### config.mk
export PLATFORM = sky130hd
export DESIGN_NAME = exec_sequencer
export DESIGN_NICKNAME = d
export VERILOG_FILES = /design/src/rtl/exec_sequencer_pkg.sv /design/src/rtl/exec_sequencer_seq_watchdog.sv /design/src/rtl/exec_sequencer.sv
export SDC_FILE = /design/constraint.sdc
export NUM_CORES = 1
export LEC_CHECK = 0
export BUFFER_PORTS_ARGS = -buffer_cell sky130_fd_sc_hd__buf_2
export CORE_MARGIN = 8
export CORE_UTILIZATION = 43
export DETAILED_ROUTE_END_ITERATION = 8
export HOLD_SLACK_MARGIN = 0.08
export PLACE_DENSITY = 0.67
export SLEW_MARGIN = 20
export SYNTH_ARGS = -nofsm -noshare
export SYNTH_HDL_FRONTEND = slang
export SYNTH_SLANG_ARGS = --single-unit
export TNS_END_PERCENT = 5
### constraint.sdc
create_clock -name clk -period 11.2 [get_ports clk]
set_input_delay 1.68 -clock clk [delete_from_list [all_inputs] [get_ports clk]]
set_output_delay 1.68 -clock clk [all_outputs]
set_load 0.01 [all_outputs]
### src/rtl/exec_sequencer_pkg.sv
// Shared types and constants for the exec_sequencer control FSM and its watchdog.
package exec_sequencer_pkg;

  localparam int unsigned WDOG_W           = 16;
  localparam logic [31:0] NOP_INST_DEFAULT = 32'h0000_0013;

  typedef enum logic [3:0] {
    ST_IDLE      = 4'd0,
    ST_FETCH     = 4'd1,
    ST_WAIT_INST = 4'd2,
    ST_EXEC      = 4'd3,
    ST_MEM_REQ   = 4'd4,
    ST_MEM_WAIT  = 4'd5,
    ST_WB        = 4'd6,
    ST_HALT      = 4'd7,
    ST_ERROR     = 4'd8
  } seq_state_e;

  // States that wait on an external handshake and are therefore watchdog-guarded.
  function automatic logic is_handshake(input seq_state_e s);
    case (s)
      ST_FETCH, ST_WAIT_INST, ST_MEM_REQ, ST_MEM_WAIT: is_handshake = 1'b1;
      default:                                         is_handshake = 1'b0;
    endcase
  endfunction

endpackage

### src/rtl/exec_sequencer_seq_watchdog.sv
// Handshake watchdog: counts cycles while enabled, flags expiry on the last allowed cycle.
module seq_watchdog
  import exec_sequencer_pkg::*;
(
  input  logic              clk,
  input  logic              rst,
  input  logic              enable,
  input  logic              clear,
  input  logic [WDOG_W-1:0] limit,
  output logic              expire
);

  logic [WDOG_W-1:0] cnt_q, cnt_d;

  always_comb begin
    cnt_d = cnt_q;
    if (clear) begin
      cnt_d = '0;
    end else if (enable) begin
      cnt_d = cnt_q + WDOG_W'(1);
    end
  end

  always_ff @(posedge clk or posedge rst) begin
    if (rst) begin
      cnt_q <= '0;
    end else begin
      cnt_q <= cnt_d;
    end
  end

  assign expire = enable && (cnt_q == (limit - WDOG_W'(1)));

endmodule

### src/rtl/exec_sequencer.sv
// Multi-cycle fetch/execute/memory/writeback sequencer gated by valid/ready handshakes.
module exec_sequencer
  import exec_sequencer_pkg::*;
#(
  parameter int unsigned TIMEOUT_CYCLES = 255,
  parameter logic [31:0] NOP_INST       = NOP_INST_DEFAULT
) (
  input  logic        clk,
  input  logic        rst,
  output logic        ifu_req_valid,
  input  logic        ifu_req_ready,
  input  logic        ifu_resp_valid,
  input  logic [31:0] ifu_resp_data,
  output logic [31:0] inst,
  input  logic        is_mem,
  input  logic        rd_wr,
  input  logic        is_ebreak,
  output logic        lsu_req_valid,
  input  logic        lsu_req_ready,
  input  logic        lsu_resp_valid,
  output logic        rf_wen,
  output logic        pc_wen,
  output logic        halted,
  output logic        err,
  output logic [63:0] instret
);

  seq_state_e  state_q, state_d;
  logic [31:0] inst_q, inst_d;
  logic [63:0] instret_q, instret_d;
  logic        rd_wr_q, rd_wr_d;
  logic        wd_expire;
  logic        wd_enable;
  logic        wd_clear;

  always_comb begin
    state_d = state_q;
    case (state_q)
      ST_IDLE:      state_d = ST_FETCH;
      ST_FETCH: begin
        if (ifu_req_ready)   state_d = ST_WAIT_INST;
        else if (wd_expire)  state_d = ST_ERROR;
      end
      ST_WAIT_INST: begin
        if (ifu_resp_valid)  state_d = ST_EXEC;
        else if (wd_expire)  state_d = ST_ERROR;
      end
      ST_EXEC: begin
        if (is_ebreak)       state_d = ST_HALT;
        else if (is_mem)     state_d = ST_MEM_REQ;
        else                 state_d = ST_WB;
      end
      ST_MEM_REQ: begin
        if (lsu_req_ready)   state_d = ST_MEM_WAIT;
        else if (wd_expire)  state_d = ST_ERROR;
      end
      ST_MEM_WAIT: begin
        if (lsu_resp_valid)  state_d = ST_WB;
        else if (wd_expire)  state_d = ST_ERROR;
      end
      ST_WB:        state_d = ST_FETCH;
      ST_HALT:      state_d = ST_HALT;
      ST_ERROR:     state_d = ST_ERROR;
      default:      state_d = ST_ERROR;
    endcase
  end

  assign wd_enable = is_handshake(state_q);
  assign wd_clear  = (state_d != state_q);

  seq_watchdog u_watchdog (
    .clk    (clk),
    .rst    (rst),
    .enable (wd_enable),
    .clear  (wd_clear),
    .limit  (WDOG_W'(TIMEOUT_CYCLES)),
    .expire (wd_expire)
  );

  // rd_wr is captured in EXEC so rf_wen in WB stays a pure register decode.
  always_comb begin
    inst_d    = inst_q;
    instret_d = instret_q;
    rd_wr_d   = rd_wr_q;
    if (state_q == ST_WAIT_INST && ifu_resp_valid) inst_d = ifu_resp_data;
    if (state_q == ST_EXEC) rd_wr_d = rd_wr;
    if (state_q == ST_WB) instret_d = instret_q + 64'd1;
  end

  always_ff @(posedge clk or posedge rst) begin
    if (rst) begin
      state_q   <= ST_IDLE;
      inst_q    <= NOP_INST;
      instret_q <= '0;
      rd_wr_q   <= 1'b0;
    end else begin
      state_q   <= state_d;
      inst_q    <= inst_d;
      instret_q <= instret_d;
      rd_wr_q   <= rd_wr_d;
    end
  end

  assign ifu_req_valid = (state_q == ST_FETCH);
  assign lsu_req_valid = (state_q == ST_MEM_REQ);
  assign pc_wen        = (state_q == ST_WB);
  assign rf_wen        = (state_q == ST_WB) && rd_wr_q;
  assign halted        = (state_q == ST_HALT);
  assign err           = (state_q == ST_ERROR);
  assign inst          = inst_q;
  assign instret       = instret_q;

endmodule
==> out/qor.yml <==
status:
  run_status: "complete, no violations"
clock_tree:
  cts_buffer_depth: 2
  numCtsBuffers: 17
  cts_tree: "yes"
  ctsHoldBuffers: 0
  cts_setup_buffers: 0
  htree_num_levels: 4
  cts_resized: 0
  cts-root-buf: "clkbuf_16"
  clkTransAtPathRegs_ps: 50
  clk_latency_ps: 410
  cts.sinks: 117
flow_run:
  max_cap_violations: 0
synth:
  syn-num-nets: 530
  syn_inst: 486
  synth_top_cell_by_area: "dfrtp_1"
  syn_area_um2: 5440
  netlist_top_cells_count: "dfrtp_1 (114), xnor2_1 (47), mux2_2 (34), nand2_1 (32), nor3_1 (32)"
  ys_ff_latch: 117
  synth.top_cells.by_area: "dfrtp_1 (52%), xnor2_1 (7.6%), mux2_2 (7.0%)"
  yosysUniqueCellTypes: 50
  synth_top_area_share_pct: 52.4
  avgSynthCellArea_um2: 11.2
  synthArstFlopShare_pct: 100
  synthFlopType: "dfrtp_1"
  ys_seq_area_share_pct: 53.9
  synth_most_common_cell: "dfrtp_1"
  ys_warn_count: 0
  synth_edf_count: 0
global_routing:
  grt-ovfl-total: 0
  grt_pass1_wl_um: 21700
  grt_use_total_pct: 16.3
  antenna_found_initial: 0
  grt_pass1_vias: 4431
  grt_start_max_net_pins: 71
sta:
  rsz0062_at_grt: "no"
  max_freq_mhz: 264
  period_needed_ps: 3780
  finalHoldViolations: 0
  maxSlewHeadroom_pct: 42.0
  setup_violations: 0
  worstMarginPinSlew_ps: 870
  fin_skew_ps: 7.16
  fin_crit_sh_pct: 33.8
  final.setup.tns_ps: 0
  final_max_slew_viol_count: 0
cells_and_area:
  nFillCells: 1073
  multi_input_area_um2: 2390
  register_area_um2: 2930
  diodes: 0
  drive_above_1_share_pct: 35.1
  nets: 676
  syn_to_final_growth_pct: 27.7
  final_area_um2: 6950
die:
  dieWidth_um: 128
  rows: 41
  die_y_um: 128
  io_pins: 143
  die_area_um2: 16500
  initial_utilization_pct: 43.7
  core_um2: 12500
route:
  wl_per_cell_um: 15.9
  met1_length_um: 5450
  drt-total-wl_um: 12900
  highest_layer: "met4"
  post-route-drc-count: 0
  detail_route.first_pass.iterations: 4
  drtIter0Drc: 242
  vias: 4252
  vias_per_cell: 5.21
  ant_nets: 0
  route.met2.wl_um: 6340
  wl_met3_um: 992
worst_hold_path:
  min_path_cells: 1
  hold_path_class: "flip-flop to flip-flop"
placement:
  postPlaceCellArea_um2: 6330
  gp_congestion: 0.860
  numPortBuffers: 142
  dpl.hpwl_um: 9350
worst_setup_path:
  worst_ep_required_time_ps: 9520
  arrival_ps: 2100
  crit_slowest_cell: "dfrtp_1"
  r2r_cells: 6
  crit_family: "flip-flops"
  path_cells: "nand4bb_1 -> clkinv_1 -> and2_1 -> buf_2"
  slowest_delay_ps: 700
  startpoint_type: "flip-flop"
  worst-path-max-fanout: 19
  cp-end-kind: "output port"
  crit_cells: 4
  critPathBufInv: 2
  path_class: "flip-flop to output port"
pwr:
  power_per_cell_area_nw_per_um2: 210
  ir_drop_mv: 0.129
  p_leak_nw: 3.39
-- cell usage in the layout (no fill, tap or decap), types with 2 or more instances in the layout --
| cell type | count |
|---|---|
| or3b_2 | 3 |
| nor4b_1 | 2 |
| mux2_2 | 34 |
| nand2b_1 | 3 |
| clkbuf_16 | 17 |
| clkinv_2 | 3 |
| xor2_1 | 31 |
| ha_1 | 3 |
| o32ai_1 | 2 |
| clkbuf_8 | 2 |
| clkbuf_1 | 3 |
| xnor2_1 | 47 |
| dfrtp_1 | 114 |
| bufinv_16 | 4 |
| or3_2 | 2 |
| nor2_1 | 23 |
| nand4_2 | 2 |
| dfstp_2 | 3 |
| nand3_1 | 28 |
| inv_1 | 11 |
| and3_1 | 4 |
| a21oi_1 | 9 |
| and4_1 | 11 |
| and2_1 | 6 |
| buf_2 | 142 |
| nor4_1 | 9 |
| nand4_1 | 25 |
| buf_4 | 5 |
| nand2_1 | 32 |
| nand3b_1 | 3 |
| or4_1 | 3 |
| nor3_1 | 32 |
| a211oi_1 | 2 |
-- path summary, 6_finish.rpt --
check                                  from             endpoint  slack (ps)
min in group asynchronous               rst              inst[6]        1320
worst min-delay path            instret[63]          instret[63]         460
worst max register to register   state_q[1]  u_watchdog.cnt_q[1]        8250
worst min register to register  instret[63]          instret[63]         460
worst max-delay path             state_q[3]               rf_wen        7420
max in group asynchronous               rst             inst[16]        8570
-- report_power, final --
group          switching [mW]  internal, mW
Combinational           0.180         0.150
Sequential             0.0680         0.499
Clock                   0.183         0.381
-- routing by layer --
| metal | vias to the layer above | track usage, % |
|---|---|---|
| met5 | - | 0 |
| li1 | 2014 | - |
| met4 | 0 | 5.39 |
| met3 | 23 | 6.50 |
| met2 | 136 | 26.7 |
| met1 | 2079 | 19.3 |
-- through the flow --
step	power (mW)	hold WS [ps]	setup slack (ps)	utilization, %	cells
2_1_floorplan	0.774	472	6420	-	486
3_3_place_gp	0.888	455	7300	50.7	784
3_5_place_dp	0.906	458	7410	50.8	785
4_1_cts	1.48	465	7400	55.7	816
5_1_grt	1.54	510	7270	55.7	816
6_report	1.46	464	7420	55.7	816
-- flip-flops by register name, indices dropped and copies added (netlist names) --
| name | flops |
|---|---|
| state_q | 4 |
| u_watchdog.cnt_q | 16 |
| rd_wr_q | 1 |
| inst | 32 |
| instret | 64 |
-- area by class of cell --
cell class | instances | share of cell area (%)
repair buffers | 147 | 10.8
flip-flops and latches | 117 | 42.2
multi-input cells | 336 | 34.3
clock inverters | 9 | 2.18
well taps | 172 | 3.10
clock buffers | 22 | 6.68
inverters | 13 | 0.738
-- logic make-up (layout without fill, tap and decap cells) --
logic type,after synthesis,in the layout,share of synthesized area [%]
flip-flops,117,117,53.9
AND/OR/NAND/NOR,196,196,20.3
adder cells (fa/ha/maj),3,3,0.690
multiplexers,34,34,7.04
XOR/XNOR,78,78,12.6
buffers and inverters,33,191,2.46
AO/OA/AOI/OAI,25,25,3.08
Note: power is estimated with default switching activity, not from simulation.
